$ cat config.mk
export PLATFORM = sky130hd
export DESIGN_NAME = ofifo_sync
export DESIGN_NICKNAME = d
export VERILOG_FILES = /design/src/rtl/ofifo_sync.sv
export SDC_FILE = /design/constraint.sdc
export NUM_CORES = 2
export LEC_CHECK = 0
export CORE_UTILIZATION = 25
export CTS_CLUSTER_DIAMETER = 150
export CTS_CLUSTER_SIZE = 14
export DETAILED_ROUTE_END_ITERATION = 8
export PLACE_DENSITY = 0.38
export SLEW_MARGIN = 5
export SYNTH_ARGS = -nofsm -noshare
export SYNTH_HDL_FRONTEND = slang
export SYNTH_SLANG_ARGS = --single-unit
$ cat constraint.sdc
create_clock -name clk -period 27.2 [get_ports clk]
set_input_delay 6.8 -clock clk [delete_from_list [all_inputs] [get_ports clk]]
set_output_delay 6.8 -clock clk [all_outputs]
set_load 0.03 [all_outputs]
$ cat src/rtl/ofifo_sync.sv
// rtl/ofifo_sync.sv - multi-lane output FIFO with shared row pop (optional OFIFO_RELU_EN clamp)
module ofifo_sync #(
    parameter int col    = 8,
    parameter int bw     = 4,
    parameter int depth  = 64,
    parameter int aw     = 6,
    parameter int af_lvl = 56
) (
    input  logic                clk,
    input  logic                reset,
    input  logic [col*bw-1:0]   in,
    input  logic [col-1:0]      wr,
    input  logic                rd,
`ifdef OFIFO_RELU_EN
    input  logic                relu,
`endif
    output logic [col*bw-1:0]   out,
    output logic                o_out_valid,
    output logic                o_valid,
    output logic                o_ready,
    output logic                o_full,
    output logic                o_afull,
    output logic [aw:0]         o_rows,
    output logic                o_err
);

    localparam logic [aw:0] full_cnt = (aw+1)'(depth);
    localparam logic [aw:0] af_cnt   = (aw+1)'(af_lvl);

    logic [bw-1:0]     mem [col][depth];
    logic [aw-1:0]     wp  [col];
    logic [aw:0]       cnt [col];
    logic [aw-1:0]     rp;

    logic [col-1:0]    wa;
    logic [col-1:0]    lane_full;
    logic [col-1:0]    lane_af;
    logic [aw:0]       rows_min;
    logic              ra;
    logic              overflow;
    logic              underflow;
    logic [col*bw-1:0] rd_row;

    // A row is complete only when the slowest lane has caught up, so rows = min count.
    always_comb begin
        rows_min = cnt[0];
        for (int i = 1; i < col; i++) begin
            if (cnt[i] < rows_min) rows_min = cnt[i];
        end
        for (int i = 0; i < col; i++) begin
            lane_full[i] = (cnt[i] == full_cnt);
            lane_af[i]   = (cnt[i] >= af_cnt);
        end
    end

    assign o_rows  = rows_min;
    assign o_valid = (rows_min != '0);
    assign o_full  = |lane_full;
    assign o_ready = ~o_full;
    assign o_afull = |lane_af;

    assign ra = rd & o_valid;

    // A pop in the same cycle frees a slot, so a full lane may still accept.
    always_comb begin
        for (int i = 0; i < col; i++) begin
            wa[i] = wr[i] & (~lane_full[i] | ra);
        end
    end

    assign overflow  = |(wr & ~wa);
    assign underflow = rd & ~o_valid;

    always_comb begin
        rd_row = '0;
        for (int i = 0; i < col; i++) begin
`ifdef OFIFO_RELU_EN
            if (relu && mem[i][rp][bw-1])
                rd_row[i*bw +: bw] = '0;
            else
                rd_row[i*bw +: bw] = mem[i][rp];
`else
            rd_row[i*bw +: bw] = mem[i][rp];
`endif
        end
    end

    // Storage has no reset; clearing the counts is what discards the contents.
    always_ff @(posedge clk) begin
        for (int i = 0; i < col; i++) begin
            if (!reset && wa[i]) mem[i][wp[i]] <= in[i*bw +: bw];
        end
    end

    always_ff @(posedge clk) begin
        if (reset) begin
            rp          <= '0;
            out         <= '0;
            o_out_valid <= 1'b0;
            o_err       <= 1'b0;
            for (int i = 0; i < col; i++) begin
                wp[i]  <= '0;
                cnt[i] <= '0;
            end
        end else begin
            o_out_valid <= ra;
            if (ra) begin
                out <= rd_row;
                rp  <= rp + aw'(1);
            end
            for (int i = 0; i < col; i++) begin
                if (wa[i]) wp[i] <= wp[i] + aw'(1);
                cnt[i] <= cnt[i] + (aw+1)'(wa[i]) - (aw+1)'(ra);
            end
            if (overflow || underflow) o_err <= 1'b1;
        end
    end

endmodule

### Yosys cells after proc, flatten, opt, wreduce, memory -nomap -nowiden

Memory sizes are Yosys's and may differ from the RTL's.
Cells that the tools add are included.

| word-level totals | value |
|---|---|
| RAM bits | 2152 |
| input bits | 43 |
| bits in registers | 40 |
| memories kept | 3 |
| word-level logic and storage cells | 255 |
| output and inout bits | 45 |

| cells by class | value |
|---|---|
| bitwise operators | 55 |
| equality and inequality tests | 8 |
| muxes and demuxes | 106 |
| add/subtract/negate cells | 25 |
| $lt $le $gt $ge | 32 |
| reduce and logical (&&, ||, !) cells | 22 |

Memory list:

| memory | depth | width | rd ports | clocked after memory_dff | wr ports | line | text |
|---|---|---|---|---|---|---|---|
| mem | 8 | 256 | 8 | 0 | 8 | 30 | `logic [bw-1:0] mem [col][depth];` |
| cnt | 8 | 7 | 8 | 0 | 8 | 32 | `logic [aw:0] cnt [col];` |
| wp | 8 | 6 | 8 | 0 | 8 | 31 | `logic [aw-1:0] wp [col];` |

Operators with widths:

| operator | count |
|---|---|
| $mux W256 | 8 |
| $bmux W4 S6 | 8 |
| $demux W4 S6 | 8 |
| $mux W7 | 15 |
| $mux W4 | 24 |
| $ge A7 B7 Y1 const B | 9 |
| $not A6 Y7 | 9 |
| $add A7 B1 Y7 | 8 |
| $eq A7 B7 Y1 const B | 8 |
| $ge A7 B6 Y1 const B | 8 |
| $lt A7 B1 Y1 const B | 8 |
| $sub A7 B1 Y7 | 8 |
| $add A6 B1 Y6 const B | 9 |
| $lt A7 B7 Y1 | 7 |
| $mux W6 | 8 |
| $mux W1 | 35 |
| $or A1 B1 Y1 | 24 |
| $reduce_or A8 Y1 | 3 |
| $logic_and A1 B1 Y1 | 16 |
| $and A1 B1 Y1 | 10 |
| $not A1 Y1 | 10 |
| $and A8 B8 Y8 | 1 |
| $not A8 Y8 | 1 |
| $reduce_bool A7 Y1 | 1 |
| 2 further kinds | 2 |

### Depth between registers and ports, before layout

| depth | value |
|---|---|
| word-level depth | 22 |
| gate-level depth with buffers | 80 |
| depth with buffers taken out | 72 |

### Least setup slack after synthesis

Ideal clock, no wire load.

| timing | value |
|---|---|
| path kind | register to output |
| start | mem cnt[0][4] in the netlist's numbering |
| end | out o_rows[0] |
| arrival | 12488 ps |
| cell stages (with the launch flop) | 61 |
| buffers on the path | 7 |
| data required time | 20400 ps |
| setup slack | 7912 ps |
| cell sequence | dfxtp_1 inv_1 ha_1 a211oi_1 nor2_1 a211oi_2 buf_4 clkbuf_1 a21oi_1 ha_1 nand2_1 a21oi_1 nand4_1 a32o_1 nand2_1 clkbuf_1 nor2_1 a21oi_1 (+25 left out) ha_1 nand3_1 nor2_1 mux2i_1 a2111oi_2 nor3b_2 clkbuf_1 o21ai_0 ha_1 a21o_1 a21o_1 a21o_1 a2111oi_0 o2111ai_1 or3_1 and3_1 buf_1 o21ai_0 |

RTL lines:

| item | line | text |
|---|---|---|
| from (decl) | 32 |  |
| to (decl) | 23 | `output logic [aw:0] o_rows,` |

==> out/metrics.yaml <==
status: "finished, final reports clean"
first_global_vias: 48100
drt_iter0_drc: 3079
synthArstFlopShare_pct: 0
antenna_found_initial: 6
yosysTopAreaCellShare_pct: 68.6
syn_nets: 5125
numPortBuffers: 87
drive_gt1_share_pct: 20.4
yosysWarnings: 0
cts_tree: "built"
wl_um: 242000
fin_nets: 5169
rows: 222
crit_path_top_delay_cell: "clkdlybuf4s50_1"
path_common_cell: "ha_1"
max_slew_margin_pct: 14.5
hold_class: "reg -> reg"
ys_types: 76
cts-hold-fix-buffers: 0
synth_area_per_cell_sq_um: 18.6
die_x_um: 608
synth_cells: 4940
clk_latency_ps: 880
synth-seq-cells: 2192
htree_levels: 4
post-cts-setup-buffer-count: 0
start_kind: "flop"
coreArea_sq_mm: 0.366
clock.fmax_ghz: 0.0448
synthSimpleGateAreaFrac_pct: 5.96
synth-compound-area-share_pct: 1.64
required_ps: 20400
synth_edf_count: 2096
cts_inserted_buffers: 179
cp-end-kind: "primary output"
io_pins: 88
synth-main-ff-cell: "edfxtp_1"
first_pass_iters: 5
cts-root-buf: "clkbuf_16"
yosysTopAreaCell: "edfxtp_1"
pre_cts_ws_ps: 5850
gp_congestion: 0.764
clock_sinks: 2192
fin_skew_ps: 72.8
cap_violations: 0
syn_to_final_growth_pct: 12.4
yosys.area_share.adder_pct: 2.07
max_slew.worst_pin.slew_ps: 1280
fin_ws_ps: 4880
crit_arrival_ps: 15520
ant_nets: 0
fillers: 36300
routedWlPerCell_um: 24.4
dieArea_sq_mm: 0.370
vias_per_cell: 4.54
fin_crit_ps: 22320
start_util_pct: 25.1
die_h_um: 608
via_count: 45000
syn_area_sq_mm: 0.0918
grt_usage_pct: 12.9
synth_mux_area_share_pct: 17.1
yosys-top-cells-area: "edfxtp_1 (69%), mux4_2 (16%), nor3_1 (2.1%), dfxtp_1 (2.1%), ha_1 (1.8%)"
finalCritPeriodShare_pct: 82.1
yosysSeqAreaShare_pct: 70.6
cts_resized: 0
power_density_mw_per_mm2: 96.3
synth_top_family_by_area: "multiplexers"
cts.clk_slew.worst_paths_ps: 80
slew_violations: 0
max_stage_delay_ps: 700
setup_viol: 0
critical_path_class: "reg -> out"
synth_xor_area_share_pct: 0.754
grt_pass1_wl_um: 356000
grt_overflow_total: 0
p_leak_nw: 30.4
grt_max_degree: 129
rsz0062_at_grt: "false"
cts.path.max_buffers: 4
drc: 0
hold_violations: 0
tns_ps: 0
crit_fanout: 23
ir_drop_mv: 0.159
dp_hpwl_um: 149000
## logic make-up after synthesis
group / Yosys count
simple gates: 1145
mux: 730
fa+ha+maj: 148
xor+xnor: 79
compound gates: 224
buf+inv: 422
flops: 2192
## layer usage
| metal | track usage (%) | share of wire [%] | routed length, um |
|---|---|---|---|
| met1 | 17.7 | 46 | 111000 |
| met2 | 21.8 | 49 | 119000 |
| met3 | 1.78 | 3.4 | 8120 |
| met4 | 2.62 | 1.8 | 4370 |
| met5 | 0 | 0.021 | 51 |
## where the power goes
part,total (mW),switching (mW),internal (mW)
Sequential,3.91,0.132,3.78
Combinational,3.54,2.06,1.48
Clock,2.49,1.24,1.24
Total,9.94,3.44,6.50
## cell usage after synthesis, drive strengths merged, types with 41 or more instances
cell / n
inv: 110
nor3: 386
nor4: 41
clkbuf: 186
xnor2: 53
a21oi: 69
nand2: 180
ha: 134
mux4: 672
mux2i: 50
nor2: 320
nand3: 52
dfxtp: 96
buf: 125
edfxtp: 2096
o21ai: 45
## metrics by stage
step	cells	cell area, sq um	hold WS, ps	power (mW)	utilization [%]
after floorplan	4940	91800	542	6.51	-
after global placement	9619	98100	484	7.58	26.8
after detailed placement	9619	98100	487	7.59	26.8
after CTS	9910	103000	507	10.1	28.2
after global routing	9912	103000	532	10.5	28.2
final	9912	103000	496	9.94	28.2
## worst max-delay path, delay by kind of cell (launching register included)
kind,cells,cell delay [ps]
AO/OA/AOI/OAI,22,5790
AND/OR/NAND/NOR,14,3400
adder cells (fa/ha/maj),7,2210
buffers and inverters,8,1500
multiplexers,4,1210
flip-flops,1,530
## cell type report
| cell class | instances | area (sq um) | area share (%) |
|---|---|---|---|
| antenna | 2 | 5.00 | 0.00485 |
| tap | 4816 | 6030 | 5.84 |
| clock buffer | 280 | 4900 | 4.75 |
| clock inverter | 11 | 205 | 0.199 |
| sequential | 2192 | 64900 | 62.9 |
| inverter | 111 | 419 | 0.406 |
| timing repair buffer | 174 | 1430 | 1.39 |
| multi-input combinational | 2326 | 25400 | 24.6 |
## cell usage in the layout, fill, tap and decap left out, types with 13 or more instances in the layout
cell type | netlist | final
nand2b_1 | 16 | 16
buf_2 | 45 | 32
ha_1 | 134 | 134
mux2i_1 | 50 | 50
nand4_1 | 26 | 26
or2_2 | 13 | 13
a21oi_1 | 69 | 69
clkbuf_1 | 186 | 99
nor3b_1 | 21 | 21
a21o_1 | 14 | 14
xor2_1 | 26 | 26
clkbuf_16 | 0 | 181
nand3_1 | 52 | 52
xnor2_1 | 53 | 53
nand2_1 | 180 | 180
mux4_2 | 672 | 672
nor4_1 | 41 | 41
edfxtp_1 | 2096 | 2096
nor2_1 | 317 | 312
nor2b_1 | 31 | 31
dfxtp_1 | 96 | 91
buf_4 | 7 | 82
clkdlybuf4s50_1 | 0 | 54
inv_1 | 109 | 109
o21ai_0 | 37 | 34
nor3_1 | 386 | 384
o21bai_1 | 26 | 26
## path summary, 6_finish.rpt
check,startpoint,slack [ps],end,cells past startpoint
hold reg to reg,out[9],500,out[9],2
hold / removal,out[9],500,out[9],2
setup / recovery,cnt[0][3],4880,o_rows[0],55
setup reg to reg,cnt[0][3],9770,cnt[3][6],69
## flip-flops by register name, indices dropped and copies added, names as in the netlist
name / count
out: 32
mem: 2048
wp: 48
o_out_valid: 1
cnt: 56
o_err: 1
rp: 6
(Power assumes the default switching activity.)
